<file path="config.mk">
export PLATFORM = sky130hd
export DESIGN_NAME = systolic_result_collector
export DESIGN_NICKNAME = d
export VERILOG_FILES = /design/src/rtl/systolic_result_collector.sv
export SDC_FILE = /design/constraint.sdc
export NUM_CORES = 1
export LEC_CHECK = 0
export ABC_AREA = 1
export CAP_MARGIN = 0
export CORE_ASPECT_RATIO = 1.4
export CORE_MARGIN = 2
export CORE_UTILIZATION = 51
export CTS_CLUSTER_SIZE = 12
export DETAILED_ROUTE_END_ITERATION = 7
export GPL_TIMING_DRIVEN = 0
export PLACE_DENSITY_LB_ADDON = 0.25
export SLEW_MARGIN = 20
export SYNTH_ARGS = -nofsm -noshare
export SYNTH_HDL_FRONTEND = slang
export SYNTH_SLANG_ARGS = --single-unit
</file>
<file path="constraint.sdc">
create_clock -name clk -period 7.2 [get_ports clk]
set_input_delay 0.72 -clock clk [delete_from_list [all_inputs] [get_ports clk]]
set_output_delay 0.72 -clock clk [all_outputs]
set_load 0.02 [all_outputs]
</file>
<file path="src/rtl/systolic_result_collector.sv">
// Deskews the bottom-edge result wavefront into whole rows and queues them for a valid/ready consumer; row visible N cycles after its column 0.
// Never stalls the array: a row arriving at a full FIFO without a pop is dropped and flagged sticky. Optional ReLU via SYSTOLIC_COLLECTOR_RELU_EN.
module systolic_result_collector #(
  parameter int DATA_WIDTH        = 32,
  parameter int NUMBER_OF_BUFFERS = 4,
  parameter int FIFO_DEPTH        = 4
) (
  input  logic                                    clk,
  input  logic                                    rst_n,
  input  logic [DATA_WIDTH*NUMBER_OF_BUFFERS-1:0] systolic_array_links_in,
  input  logic                                    array_valid_in,
  input  logic                                    clear,
  output logic [DATA_WIDTH*NUMBER_OF_BUFFERS-1:0] output_data,
  output logic                                    output_valid,
  input  logic                                    output_ready,
  output logic [$clog2(FIFO_DEPTH):0]             fill_level,
  output logic                                    overflow
);
  localparam int N     = NUMBER_OF_BUFFERS;
  localparam int DW    = DATA_WIDTH;
  localparam int AW    = $clog2(FIFO_DEPTH);
  localparam int ROW_W = DW * N;

  logic [ROW_W-1:0] aligned;
  logic [ROW_W-1:0] row_in;
  logic             row_done;

  // Column i waits N-1-i cycles so every column of a row lines up with column N-1.
  for (genvar i = 0; i < N; i++) begin : g_col
    localparam int D = N - 1 - i;
    if (D == 0) begin : g_pass
      assign aligned[i*DW +: DW] = systolic_array_links_in[i*DW +: DW];
    end else begin : g_dly
      logic [DW-1:0] dly [D];
      always_ff @(posedge clk or negedge rst_n) begin
        if (!rst_n) begin
          for (int k = 0; k < D; k++) dly[k] <= '0;
        end else begin
          dly[0] <= systolic_array_links_in[i*DW +: DW];
          for (int k = 1; k < D; k++) dly[k] <= dly[k-1];
        end
      end
      assign aligned[i*DW +: DW] = dly[D-1];
    end
  end

  if (N == 1) begin : g_vsr_none
    assign row_done = array_valid_in;
  end else begin : g_vsr
    logic [N-2:0] vsr;
    always_ff @(posedge clk or negedge rst_n) begin
      if (!rst_n)     vsr <= '0;
      else if (clear) vsr <= '0;
      else            vsr <= (vsr << 1) | (N-1)'(array_valid_in);
    end
    assign row_done = vsr[N-2];
  end

  always_comb begin
    row_in = aligned;
`ifdef SYSTOLIC_COLLECTOR_RELU_EN
    for (int i = 0; i < N; i++) begin
      if (aligned[i*DW + DW - 1]) row_in[i*DW +: DW] = '0;
    end
`endif
  end

  logic [ROW_W-1:0] mem [FIFO_DEPTH];
  logic [AW:0]      wptr;
  logic [AW:0]      rptr;
  logic             full;
  logic             pop;
  logic             push;
  logic             drop;

  assign fill_level   = wptr - rptr;
  assign full         = (fill_level == (AW+1)'(FIFO_DEPTH));
  assign output_valid = (fill_level != '0);
  assign pop          = output_valid && output_ready;
  // A pop in the same cycle frees the slot, so a full FIFO can still accept.
  assign push         = row_done && (!full || pop);
  assign drop         = row_done && full && !pop;
  assign output_data  = output_valid ? mem[rptr[AW-1:0]] : '0;

  always_ff @(posedge clk or negedge rst_n) begin
    if (!rst_n) begin
      wptr     <= '0;
      rptr     <= '0;
      overflow <= 1'b0;
    end else if (clear) begin
      wptr     <= '0;
      rptr     <= '0;
      overflow <= 1'b0;
    end else begin
      if (push) wptr <= wptr + 1'b1;
      if (pop)  rptr <= rptr + 1'b1;
      if (drop) overflow <= 1'b1;
    end
  end

  always_ff @(posedge clk) begin
    if (push && !clear) mem[wptr[AW-1:0]] <= row_in;
  end

endmodule

</file>
Word-level counts from Yosys, hierarchy flattened
Memories as Yosys holds them, arrays and structs flattened.
Cells that the tools add are included.
Widths: inputs -> output; s select.
Storage, ports and cells
  memories: 1
  input port bits: 133
  logic and storage cells: 39
  register bits after elaboration: 202
  bits in writable memories: 512
  output and inout bits: 133
  latch bits: 0
  bits in read-only memories: 0
Cells by class
  shifts and indexed selects: 0
  div/mod/pow operators: 0
  reductions and logical operators: 13
  bitwise operators: 1
  equality and inequality tests: 1
  muxes and demuxes: 10
  $add $sub $neg: 3
  $lt $le $gt $ge: 0
  multipliers: 0
Memory list
  mem: depth 4, bits a word 128, rd ports 1, clocked after Yosys merged registers in 0, write ports 1, RTL line 68  | logic [ROW_W-1:0] mem [FIFO_DEPTH];
Operator list (count)
  $mux 128: 1
  $mux 3: 5
  $add 3x1->3 const B: 2
  $reduce_bool 2->1: 3
  $logic_and 1x1->1: 5
  $mux 1: 4
  $eq 3x3->1 const B: 1
  $logic_not 1->1: 3
  $or 3x1->3: 1
  $reduce_bool 3->1: 1
  $sub 3x3->3: 1
  $logic_or 1x1->1: 1

Depth between registers and ports, before layout
  word-level depth: 8
  gate-level depth with buffers: 11
  gate-level depth less buffers: 11

Least setup slack after synthesis
OpenSTA, ideal clock, no wires.
  path type: register -> register
  start point: register wptr[0]
  end point: memory mem[0][0] in the netlist's numbering (enable)
  clock period less this slack: 7.507 ns
  buffers on the path: 0
  data required time: 6.583 ns
  library setup time: 0.617 ns
  stages on the path, launching flop included: 11
  slack: -0.307 ns
  arrival time: 6.890 ns
  path through: dfrtp_1 inv_1 ha_1 fa_1 inv_1 nand2_1 nand2_1 nand2_1 nand3_1 nand3_1 nor2_1
Between the ends
  cells in the longest elaborated chain, start to end: 8
  elaborated cells on any way between the ends: 10
  classes of those cells: add/sub (1); eq/ne (1); mux (2); reduce/logical (6)
RTL lines
  start: declaration: RTL line 69  | logic [AW:0] wptr;
  start signal: assignment: RTL line 95  | if (push) wptr <= wptr + 1'b1;
  $sub 3x3->3: RTL line 76  | assign fill_level = wptr - rptr;
  $eq 3x3->1 / $reduce_bool 3->1 (equally long branches): RTL line 77, 78
  $logic_not 1->1 / $logic_and 1x1->1 (equally long branches): RTL line 81, 79
  $logic_or 1x1->1: RTL line 81  | assign push = row_done && (!full || pop);
  $logic_and 1x1->1: RTL line 81
  $logic_and 1x1->1: RTL line 102  | if (push && !clear) mem[wptr[AW-1:0]] <= row_in;
  $mux 1: RTL line 102
  $mux 1 (implied by the code): RTL line 102
  end: declaration: RTL line 68
Parallel ways exist; a longest one is shown, timed or not.

Worst setup path in the final report
  start point: register rptr[0]
  end point: output port output_data[94]
Between the ends
  cells in the longest elaborated chain, start to end: 3
  elaborated cells on any way between the ends: 4
  classes of those cells: add/sub (1); mux (1); reduce/logical (1); memory (1)
RTL lines
  start: declaration: RTL line 70  | logic [AW:0] rptr;
  start signal: assignment: RTL line 96  | if (pop) rptr <= rptr + 1'b1;
  $sub 3x3->3: RTL line 76
  $reduce_bool 3->1: RTL line 78  | assign output_valid = (fill_level != '0);
  $mux 128 (*): RTL line 83  | assign output_data = output_valid ? mem[rptr[AW-1:0]] : '0;
  end: declaration: RTL line 13  | output logic [DATA_WIDTH*NUMBER_OF_BUFFERS-1:0] output_data,
Every way passes the cells marked *; elsewhere a longest branch is shown, timed or not.

==> flow_metrics.py <==
metrics = {
    "cells_and_area": {
        "area_growth_pct": 24.5,
        "nets": 2415,
        "postLayoutCoreUtil_pct": 64.1,
        "final_common_cell": "edfxtp_1",
        "multiInputGateArea_sq_um": 4190,
        "nFillCells": 3733,
        "drive_gt1_share_pct": 7.38,
        "seq_area_sq_um": 20400,
        "mostFrequentLayoutCells": "edfxtp_1, nor2_1, clkdlybuf4s50_1",
        "antennaDiodeCount": 0,
    },
    "clock_network": {
        "h-tree-depth": 3,
        "root_buffer": "clkbuf_16",
        "clock-sinks": 714,
        "clk_pin_slew_ns": 0.06,
        "tritoncts": "yes",
        "numCtsBuffers": 70,
        "cts_setup_buffers": 0,
        "clk_path_buf_depth": 3,
        "worst_skew_pair.late_latency_ns": 0.60,
        "cts_hold_buf": 0,
        "cts_resized": 0,
    },
    "global_route": {
        "grt_antenna_before_repair": 0,
        "grt_start_max_net_pins": 77,
        "gr-total-overflow": 0,
        "grtUsageTotal_pct": 22.4,
        "grt_pass1_vias": 16300,
        "grt_pass1_wl_microns": 90500,
    },
    "power": {
        "p_leak_nw": 12.4,
        "power_frac_comb_pct": 37.4,
        "peakVddDrop_mv": 0.314,
        "swShare_pct": 34.9,
        "power_density_nw_per_um2": 396,
        "power.internal_mw": 8.25,
        "power_switching_mw": 4.43,
        "pwr-share-seq_pct": 35.8,
        "clock_power_share_pct": 26.8,
    },
    "floorplan": {
        "core_sq_um": 50000,
        "dieHeight_microns": 270,
        "start_util_pct": 51.5,
        "die_width_microns": 194,
        "io_pins": 266,
        "row_count": 97,
        "dieArea_sq_um": 52300,
    },
    "detailed_routing": {
        "firstDrtPassIters": 5,
        "routed_wl_microns": 58700,
        "wire_per_inst_microns": 19.7,
        "drc": 0,
        "drt-initial-drc-count": 1265,
        "ant_nets": 0,
        "vias": 15700,
        "viasPerCell": 5.28,
    },
    "synth": {
        "synthCells": 1909,
        "ys_seq_area_share_pct": 79.4,
        "syn_area_per_cell_sq_um": 13.5,
        "ys_ff_latch": 714,
        "synth_area_leader_cell": "edfxtp_1",
        "yosysUniqueCellTypes": 21,
        "synth_top_area_share_pct": 59.7,
        "syn_area_sq_um": 25700,
        "yosys_warnings": 0,
        "syn_nets": 2049,
        "netlist_top_cells_area": "edfxtp_1, dfrtp_1, nor2_1",
    },
    "placement": {
        "gp_congestion": 0.782,
        "hpwl_microns": 38000,
        "place.port_buffers": 265,
    },
    "timing": {
        "period_share_pct": 61.6,
        "slew-limit-headroom_pct": 40.6,
        "final-hold-violation-count": 0,
        "holdWs_ns": 0.0713,
        "rsz0062_at_grt": "no",
        "slew_viol_final": 0,
        "tightest_slew_ns": 0.891,
        "setup_tns_ns": 0,
        "max_freq_ghz": 0.226,
        "setup_viol": 0,
        "period_needed_ns": 4.43,
        "fin_skew_ns": 0.0191,
    },
    "worst_setup_path": {
        "max_stage_delay_ns": 0.63,
        "slowest_stage": "clkdlybuf4s50_1",
        "start_kind": "register",
        "cp_max_fo": 10,
        "path_class": "reg -> out",
        "required_ns": 6.48,
        "cp_cell_sequence": "ha_1 > fa_1 > nand2_1 > inv_1 > nand3_2 > buf_4 > buf_6 > nand2_1 > inv_1 > clkdlybuf4s50_1",
        "critPathArrivalTime_ns": 3.71,
        "rrSetupSlack_ns": 3.18,
        "cp-end-kind": "output pin",
    },
    "hold_path": {
        "worstHoldPathType": "in -> async",
    },
    "run_status": {
        "status": "finished, final reports clean",
    },
    "job": {
        "drv_cap": 0,
    },
}
==> per-layer routing <==
layer  vias to the layer above  track usage (%)  wire length (microns)
li1                       7238                -                      -
met1                      7840             28.0                  23000
met2                       521             40.0                  31000
met3                       107             3.08                   3050
met4                         0             8.07                   1690
met5                         -                0                      0
==> stage by stage <==
step	total power, mW	setup WS [ns]	area [sq um]	cells
after detailed placement	9.40	3.18	29900	2846
after global placement	9.33	-5.24	29200	2817
after global routing	13.3	2.54	32000	2975
final	12.7	2.77	32000	2975
after CTS	12.8	2.71	32000	2975
after floorplan	7.20	-0.307	25700	1909
==> worst max-delay path: cells and delay by family (launching register included) <==
family | cells | cell delay [ns]
simple gates | 3 | 0.41
flops | 1 | 0.62
fa+ha+maj | 2 | 0.70
buf+inv | 5 | 1.38
==> synth_stat cells (all sizes together) <==
master and n:
a21oi 1, buf 61, clkbuf 38, dfrtp 202, edfxtp 512, fa 1
ha 6, inv 146, nand2 146, nand3 12, nand4 6, nor2 392
o21ai 384, xor2 2
==> cell families (layout without fill, tap and decap cells) <==
group                    Yosys count  after routing  share of synthesized area, %
flip-flops                       714            714                          79.4
AND/OR/NAND/NOR                  556            556                          8.24
AO/OA/AOI/OAI                    385            385                          7.49
buffers and inverters            245            668                          4.46
adder cells (fa/ha/maj)            7              7                         0.369
XOR/XNOR                           2              2                        0.0681
==> worst paths after layout <==
kind                                         from                endpoint  depth (start not counted)
max                                       rptr[0]         output_data[94]                         10
min                                         rst_n             aligned[21]                          1
max reg2reg                               rptr[0]              mem[0][53]                         13
min reg2reg                g_col[0].g_dly.dly[55]             aligned[23]                          0
max in group asynchronous                   rst_n  g_col[2].g_dly.dly[23]                          2
min in group clk           g_col[0].g_dly.dly[55]             aligned[23]                          0
==> state kept, by name, indices dropped and copies added, names as in the netlist <==
signal	count
g_vsr.vsr	3
wptr	3
aligned	64
rptr	3
mem	512
overflow	1
g_col.g_dly.dly	128
==> power by group through the flow <==
| stage | sequential (mW) | combinational, mW | clock [mW] |
|---|---|---|---|
| after CTS | 4.54 | 4.80 | 3.45 |
| after global placement | 4.63 | 4.71 | 0 |
| after floorplan | 4.61 | 2.59 | 0 |
| after detailed placement | 4.62 | 4.77 | 0 |
| after global routing | 4.55 | 5.12 | 3.62 |
| final | 4.54 | 4.74 | 3.40 |
==> final cells by class <==
type | instances | share of cell area (%)
multi-input cells | 950 | 13.1
repair buffers | 294 | 10.5
well taps | 643 | 2.51
plain buffers | 99 | 1.87
inverters | 146 | 1.71
clock inverters | 8 | 0.309
flip-flops and latches | 714 | 63.8
clock buffers | 121 | 6.26
Note: power is estimated with default switching activity, not from simulation.
